File: src/rtl/axis_pattern_gen.sv
// AXI4-Stream framed packet source (inc/const/LFSR/walking-one); first beat one cycle after enable seen in IDLE.
// Outputs come straight from registers and hold while tvalid && !tready; stops only on packet boundaries.
module axis_pattern_gen #(
    parameter int          DATA_WIDTH = 8,
    parameter int          LEN_WIDTH  = 16,
    parameter int          GAP_WIDTH  = 16,
    parameter logic [31:0] LFSR_SEED  = 32'hACE1_0001
) (
    input  logic                  clk,
    input  logic                  resetn,
    input  logic                  enable,
    input  logic [1:0]            mode,
    input  logic [LEN_WIDTH-1:0]  pkt_len,
    input  logic [15:0]           pkt_count,
    input  logic [GAP_WIDTH-1:0]  gap,
    input  logic [DATA_WIDTH-1:0] const_val,
    output logic [DATA_WIDTH-1:0] m_axis_tdata,
    output logic                  m_axis_tvalid,
    input  logic                  m_axis_tready,
    output logic                  m_axis_tlast,
    output logic                  m_axis_tuser,
    output logic                  busy,
    output logic                  done,
    output logic [31:0]           pkt_sent
);

    typedef enum logic [1:0] {IDLE, SEND, GAP} state_t;

    localparam logic [1:0]            MODE_INC   = 2'd0;
    localparam logic [1:0]            MODE_CONST = 2'd1;
    localparam logic [1:0]            MODE_LFSR  = 2'd2;
    localparam logic [1:0]            MODE_WALK  = 2'd3;
    // Right-shifting Galois form of x^32+x^22+x^2+x+1
    localparam logic [31:0]           LFSR_TAPS  = 32'h8020_0003;
    localparam logic [DATA_WIDTH-1:0] ONE_DAT    = DATA_WIDTH'(1);

    state_t                state, state_nxt;
    logic [1:0]            cfg_mode;
    logic [LEN_WIDTH-1:0]  cfg_last;
    logic [15:0]           cfg_count;
    logic [GAP_WIDTH-1:0]  cfg_gap;
    logic [DATA_WIDTH-1:0] cfg_const;
    logic [LEN_WIDTH-1:0]  beat_cnt;
    logic [15:0]           run_cnt;
    logic [GAP_WIDTH-1:0]  gap_cnt;
    logic [DATA_WIDTH-1:0] data_q;
    logic [31:0]           lfsr;
    logic [31:0]           pkt_sent_q;
    logic                  done_q;

    logic                  accept, is_last, last_acc, run_done, lfsr_adv;
    logic [15:0]           run_cnt_inc;
    logic [31:0]           lfsr_next;
    logic [DATA_WIDTH-1:0] start_data, adv_data;
    logic                  pkt_start, run_clear, gap_load;

    assign accept      = (state == SEND) && m_axis_tready;
    assign is_last     = (beat_cnt == cfg_last);
    assign last_acc    = accept && is_last;
    assign run_cnt_inc = run_cnt + 16'd1;
    assign run_done    = last_acc && (cfg_count != 16'd0) && (run_cnt_inc == cfg_count);
    assign lfsr_adv    = accept && (cfg_mode == MODE_LFSR);
    assign lfsr_next   = {1'b0, lfsr[31:1]} ^ (lfsr[0] ? LFSR_TAPS : 32'd0);

    // Start value uses the freshly sampled mode; a back-to-back packet must see the already-stepped LFSR
    always_comb begin
        start_data = '0;
        case (mode)
            MODE_INC:   start_data = '0;
            MODE_CONST: start_data = const_val;
            MODE_LFSR:  start_data = lfsr_adv ? lfsr_next[DATA_WIDTH-1:0] : lfsr[DATA_WIDTH-1:0];
            MODE_WALK:  start_data = ONE_DAT;
            default:    start_data = '0;
        endcase
    end

    always_comb begin
        adv_data = data_q;
        case (cfg_mode)
            MODE_INC:   adv_data = data_q + ONE_DAT;
            MODE_CONST: adv_data = cfg_const;
            MODE_LFSR:  adv_data = lfsr_next[DATA_WIDTH-1:0];
            MODE_WALK:  adv_data = (data_q << 1) | (data_q >> (DATA_WIDTH - 1));
            default:    adv_data = data_q;
        endcase
    end

    always_ff @(posedge clk) begin
        if (!resetn) begin
            state <= IDLE;
        end else begin
            state <= state_nxt;
        end
    end

    always_comb begin
        state_nxt = state;
        pkt_start = 1'b0;
        run_clear = 1'b0;
        gap_load  = 1'b0;
        case (state)
            IDLE: begin
                if (enable) begin
                    state_nxt = SEND;
                    pkt_start = 1'b1;
                    run_clear = 1'b1;
                end
            end
            SEND: begin
                if (last_acc) begin
                    if (run_done || !enable) begin
                        state_nxt = IDLE;
                    end else if (cfg_gap == '0) begin
                        pkt_start = 1'b1;
                    end else begin
                        state_nxt = GAP;
                        gap_load  = 1'b1;
                    end
                end
            end
            GAP: begin
                if (gap_cnt == '0) begin
                    if (enable) begin
                        state_nxt = SEND;
                        pkt_start = 1'b1;
                    end else begin
                        state_nxt = IDLE;
                    end
                end
            end
            default: state_nxt = IDLE;
        endcase
    end

    always_ff @(posedge clk) begin
        if (!resetn) begin
            cfg_mode   <= MODE_INC;
            cfg_last   <= '0;
            cfg_count  <= '0;
            cfg_gap    <= '0;
            cfg_const  <= '0;
            beat_cnt   <= '0;
            run_cnt    <= '0;
            gap_cnt    <= '0;
            data_q     <= '0;
            lfsr       <= LFSR_SEED;
            pkt_sent_q <= '0;
            done_q     <= 1'b0;
        end else begin
            done_q <= run_done;
            if (lfsr_adv) begin
                lfsr <= lfsr_next;
            end
            if (last_acc) begin
                pkt_sent_q <= pkt_sent_q + 32'd1;
                run_cnt    <= run_cnt_inc;
            end
            if (pkt_start) begin
                cfg_mode  <= mode;
                cfg_last  <= (pkt_len == '0) ? '0 : pkt_len - LEN_WIDTH'(1);
                cfg_count <= pkt_count;
                cfg_gap   <= gap;
                cfg_const <= const_val;
                beat_cnt  <= '0;
                data_q    <= start_data;
                if (run_clear) begin
                    run_cnt <= '0;
                end
            end else if (accept) begin
                beat_cnt <= beat_cnt + LEN_WIDTH'(1);
                data_q   <= adv_data;
            end
            if (gap_load) begin
                gap_cnt <= cfg_gap - GAP_WIDTH'(1);
            end else if (state == GAP) begin
                gap_cnt <= gap_cnt - GAP_WIDTH'(1);
            end
        end
    end

    assign m_axis_tdata  = data_q;
    assign m_axis_tvalid = (state == SEND);
    assign m_axis_tuser  = (state == SEND) && (beat_cnt == '0);
    assign m_axis_tlast  = (state == SEND) && is_last;
    assign busy          = (state != IDLE);
    assign done          = done_q;
    assign pkt_sent      = pkt_sent_q;

endmodule

File: config.mk
export PLATFORM = sky130hd
export DESIGN_NAME = axis_pattern_gen
export DESIGN_NICKNAME = d
export VERILOG_FILES = /design/src/rtl/axis_pattern_gen.sv
export SDC_FILE = /design/constraint.sdc
export NUM_CORES = 1
export LEC_CHECK = 0
export CORE_MARGIN = 10
export CORE_UTILIZATION = 45
export CTS_CLUSTER_SIZE = 12
export DETAILED_ROUTE_END_ITERATION = 16
export PLACE_DENSITY = 0.66
export SLEW_MARGIN = 20
export SYNTH_ARGS = -nofsm -noshare
export SYNTH_HDL_FRONTEND = slang
export SYNTH_SLANG_ARGS = --single-unit
File: constraint.sdc
create_clock -name clk -period 4.55 [get_ports clk]
set_clock_uncertainty 0.1 [all_clocks]
set_input_delay 1.1375 -clock clk [delete_from_list [all_inputs] [get_ports clk]]
set_output_delay 1.1375 -clock clk [all_outputs]
set_load 0.1 [all_outputs]
Word-level counts from Yosys, hierarchy flattened --
Index checks and enable logic that the tools add are counted.
Operators by class: magnitude comparators 0, reduce and logical (&&, ||, !) cells 22, equal/unequal tests 14, add/subtract/negate cells 7, muxes and demuxes 30, shift-type cells 0, $mul 0, div/mod/pow operators 0, bitwise logic cells 3
Operators by type and width (number):
- 2-to-1 mux 16 bit | 6
- logical NOT 16 bit | 4
- case mux 8 bit (4 select lines) | 2
- subtractor 16 x 1 -> 16 bit, second input constant | 3
- adder 16 x 1 -> 16 bit, second input constant | 2
- adder 32 x 1 -> 32 bit, second input constant | 1
- == test 16 bit | 2
- 2-to-1 mux 32 bit | 1
- bitwise XOR 31 x 32 -> 32 bit | 1
- 2-to-1 mux 8 bit | 3
- nonzero test 16 bit | 1
- 2-to-1 mux 1 bit | 11
- == test 2 bit, second input constant | 5
- 2-to-1 mux 2 bit | 5
- adder 8 x 1 -> 8 bit, second input constant | 1
- bitwise OR 8 x 1 -> 8 bit | 1
- logical AND 1 bit | 7
- == test 2 x 1 -> 1 bit, second input constant | 3
- logical NOT 2 bit | 3
- case mux 2 bit (3 select lines) | 1
- nonzero test 2 bit | 3
- inequality test 2 bit, second input constant | 2
- AND reduction 4 bit | 1
- inequality test 3 bit, second input constant | 1
- 6 further kinds | 6
Storage, ports and cells: flip-flop bits (word level) 181, bits in latches 0, memories kept 0, ROM bits 0, memory bits (writable) 0, output and inout port bits 45, word-level logic and storage cells 89, input port bits 62

Depth between registers and ports, before layout --
depth in word-level cells 10, depth in mapped cells 16, depth with buffers taken out 14

Worst setup path before layout --
Ideal clock, no wire load.
path kind flip-flop to output port, start reg state[0], end out m_axis_tuser, cell stages (with the launch flop) 5, arrival 5.203 ns, required time 3.313 ns, buffers on the path 0, path slack -1.890 ns, path through dfxtp_1 inv_1 nor2_1 nand4_1 nor4b_1
Between the ends: longest elaborated chain between the ends 2
Ends and longest elaborated chain:
- start, declared | RTL line 37 | state_t state, state_nxt;
- start signal, assigned | RTL line 92 | state <= state_nxt;
- == test 2 x 1 -> 1 bit
- named net m_axis_tvalid | RTL line 18 | output logic m_axis_tvalid,
- logical AND 1 bit | RTL line 183 | assign m_axis_tuser = (state == SEND) && (beat_cnt == '0);
- end, declared | RTL line 21 | output logic m_axis_tuser,
The timed path passes the listed nets, and every way through them passes these cells.

Worst setup path after layout --
start reg run_cnt[0], end reg gap_cnt[14]
Between the ends: longest elaborated chain between the ends 8, elaborated cells between the ends (all ways) 9, those cells by class 1 x add/sub; 1 x eq/ne; 4 x mux; 3 x reduce/logical
Ends and longest elaborated chain:
- start, declared | RTL line 44 | logic [15:0] run_cnt;
- start signal, assigned | RTL line 156 | run_cnt <= run_cnt_inc;
- adder 16 x 1 -> 16 bit (*) | RTL line 60 | assign run_cnt_inc = run_cnt + 16'd1;
- == test 16 bit (*) | RTL line 61 | assign run_done = last_acc && (cfg_count != 16'd0) && (run_cnt_inc == cfg_count);
- logical AND 1 bit (*) | RTL line 61
- logical OR 1 bit (*) | RTL line 111 | if (run_done || !enable) begin
- 2-to-1 mux 1 bit (*) | RTL line 111
- 2-to-1 mux 1 bit (*) | RTL line 110 | if (last_acc) begin
- 2-to-1 mux 1 bit (*) | RTL line 101 | case (state)
- 2-to-1 mux 16 bit / nonzero test 2 bit (equally long branches)
- end signal, assigned | RTL line 174 | gap_cnt <= cfg_gap - GAP_WIDTH'(1);
- end signal, assigned | RTL line 176 | gap_cnt <= gap_cnt - GAP_WIDTH'(1);
- end, declared | RTL line 45 | logic [GAP_WIDTH-1:0] gap_cnt;
Mark *: on every way between the ends. The rest lies on a longest branch, timed or not. A chain may end at the register's enable or synchronous reset.

==> reports/qor.txt <==
Placed Cells: 1479
Final Critical Period: 4080 ps
Starting Density: 0.456
reg-to-reg endpoint: gap_cnt[14]
Final Setup Violations: 0
peak supply drop: 0.268 mV
leakage dissipation: 4.06 nW
Fin. Hold Viols: 0
layout cells sized above 1: 0.0777
Max Used Layer: met4
vias in the first global route: 7694
Final Power: 4.35 mW
fmax: 245 MHz
metal2 WL: 10.9 mm
most common cell after layout, fill and taps aside: nand2_1
Vias/cell: 5.30
Setup Buffers After CTS: 0
final hold slack: 351 ps
worst setup margin: 470 ps
Hold Buf Count CTS: 0
clock tree from TritonCTS: built
post-place setup slack: 281 ps
CTS clk-pin slew, worst paths: 70 ps
number of flops mapped to enable cells by yosys: 0
wire length on met3: 991 microns
Die W: 165 microns
Distinct cells, synth: 59
# resized after CTS: 0
total global routing overflow: 0
Max Slew Vio Count: 0
crit start category: register
Synth Register Bits: 181
ys flop type: dfxtp_1
pin count of the biggest net entering global routing: 54
diode count: 0
Max-cap violations: 0
CTS Sinks: 181
DIE AREA: 27400 sq um
Detailed Place HPWL: 16.4 mm
GRT Overall Usage: 0.172
type of the worst setup path: reg2reg
final core occ: 0.544
Worst EP required: 4730 ps
met1 WL: 11.3 mm
Critical Path Max Stage Delay: 550 ps
Setup TNS Final: 0 ps
R2R Setup Slk: 470 ps
placer congestion estimate: 0.831
Hold Path Class: reg2reg
initial antenna violation count: 0
CP max FO: 13
Final Net Count: 1292
period utilization: 0.897
Avg Synthesized Cell Area: 8.32 sq um
drt drc: 0
CP Capture Type: register
Worst-Margin Slew: 1020 ps
RSZ-0062 raised after global routing: no
Root Driver: clkbuf_16
path depth of the worst reg2reg path: 13
Rel. slew slack: 0.321
reg2reg start: run_cnt[0]
Worst Path Arrival: 4260 ps
sequential fraction of the synthesis area: 0.381
Top-Level Pins: 107
Skew-Pair Late Insertion Delay: 430 ps
Wirelength per Cell: 15.5 microns
Final Non-Filler Cells: 1511
hold endpoint: lfsr[28]
area occupied by multi-input gates: 5510 sq um
row count: 53
core area: 20900 sq um
DP Area: 10800 sq um
hold_sp: lfsr[29]
status: finished, final reports clean
YS warnings: 0
Port Buffers: 106
CTS Buf Count: 17
Syn Nets: 1212
Antenna Nets Post-Route: 0
drt pass-1 iters: 5
hold path cells: 2
Cell Area, Synth: 9520 sq um
PD cells: 383 nW/um^2
clk buf depth: 2
Starting DRT DRC Count: 521
most frequent cells in the layout: nand2_1 (232), dfxtp_1 (181), clkdlybuf4s50_1 (103)
asr flop ratio synth: 0
Crit-path slowest cell: or4_1
first-pass GRT wire length: 38.6 mm
Routed WL: 23.4 mm
Register Area: 3620 sq um
Filler cells: 1956
Syn Inst Count: 1143
CP cell instances: nand3_1 -> nand2b_1 -> o41ai_2 -> nand2_1 -> or4_1 -> nand3_1 -> mux2i_1 -> ha_1 -> and3_1 -> nand2_1 -> xnor2_1 -> nor4_1 -> a211oi_1
CTS H-tree lvls: 4
area grow syn2layout: 19.4%
DR vias: 8001
Die Y: 165 microns
Design Area, Final: 11400 sq um
[report_power, final]
part | leakage, nW | internal (mW) | switching, mW
logic | 2.32 | 0.448 | 0.617
registers | 1.47 | 1.70 | 0.140
clock network | 0.271 | 0.814 | 0.627
total | 4.06 | 2.96 | 1.38
[area by class of cell]
| cell class | count | share of cell area |
|---|---|---|
| sequential | 181 | 0.319 |
| clock buffer | 22 | 0.0426 |
| timing repair buffer | 127 | 0.107 |
| inverter | 24 | 0.00804 |
| multi-input combinational | 872 | 0.485 |
| clock inverter | 10 | 0.00837 |
| tap | 275 | 0.0303 |
[kinds of logic after synthesis]
kind of cell / count (synthesis) / synth area share
buffers and inverters: 90 / 0.0430
AOI/OAI and AO/OA: 112 / 0.0750
adders and majority gates: 7 / 0.00920
muxes: 86 / 0.100
DFF: 181 / 0.381
xor gates and xnor gates: 127 / 0.117
and+or+nand+nor: 540 / 0.275
[critical path, delay by kind of cell, from the launching register on]
family | cells | cell delay [ps]
simple gates | 8 | 2180
flops | 1 | 400
mux | 1 | 220
xor+xnor | 1 | 160
compound gates | 2 | 520
fa+ha+maj | 1 | 340
[registers in the layout (all words and copies together), names as in the netlist]
name          cells
cfg_gap          16
cfg_last         16
done              1
cfg_count        16
gap_cnt          16
state             2
run_cnt          16
cfg_mode          2
lfsr             32
beat_cnt         16
m_axis_tdata      8
cfg_const         8
pkt_sent         32
[layer usage]
metal  vias up  global-route usage
met2       144               0.278
met5         -                   0
met3        18              0.0357
met1      3753               0.231
met4         0              0.0411
li1       4086                   -
[how the worst max path moves through the flow]
| stage | startpoint | end | slack (ps) | depth (start not counted) |
|---|---|---|---|---|
| after floorplan | state[0] | m_axis_tuser | 540 | 4 |
| after global placement | m_axis_tready | gap_cnt[8] | 320 | 12 |
| after detailed placement | m_axis_tready | gap_cnt[14] | 280 | 12 |
| after CTS | run_cnt[0] | gap_cnt[14] | 510 | 13 |
| after global routing | run_cnt[2] | gap_cnt[12] | 180 | 13 |
| final | run_cnt[0] | gap_cnt[14] | 470 | 13 |
[cells in the mapped netlist, types with 7 or more instances]
| cell type | number | area (sq um) |
|---|---|---|
| a211oi_1 | 11 | 82.6 |
| a21oi_1 | 38 | 190 |
| and3_1 | 11 | 68.8 |
| buf_2 | 9 | 45.0 |
| buf_6 | 8 | 90.1 |
| clkbuf_1 | 46 | 173 |
| dfxtp_1 | 181 | 3620 |
| ha_1 | 7 | 87.6 |
| inv_1 | 24 | 90.1 |
| mux2i_1 | 76 | 761 |
| mux4_2 | 7 | 158 |
| nand2_1 | 232 | 871 |
| nand3_1 | 29 | 145 |
| nand4_1 | 26 | 163 |
| nor2_1 | 87 | 327 |
| nor3_1 | 50 | 250 |
| nor3_2 | 16 | 160 |
| nor4_1 | 24 | 150 |
| o21ai_0 | 26 | 130 |
| or3_1 | 20 | 125 |
| or4_1 | 8 | 60.1 |
| xnor2_1 | 90 | 788 |
| xor2_1 | 37 | 324 |
Note: power is estimated with default switching activity, not from simulation.
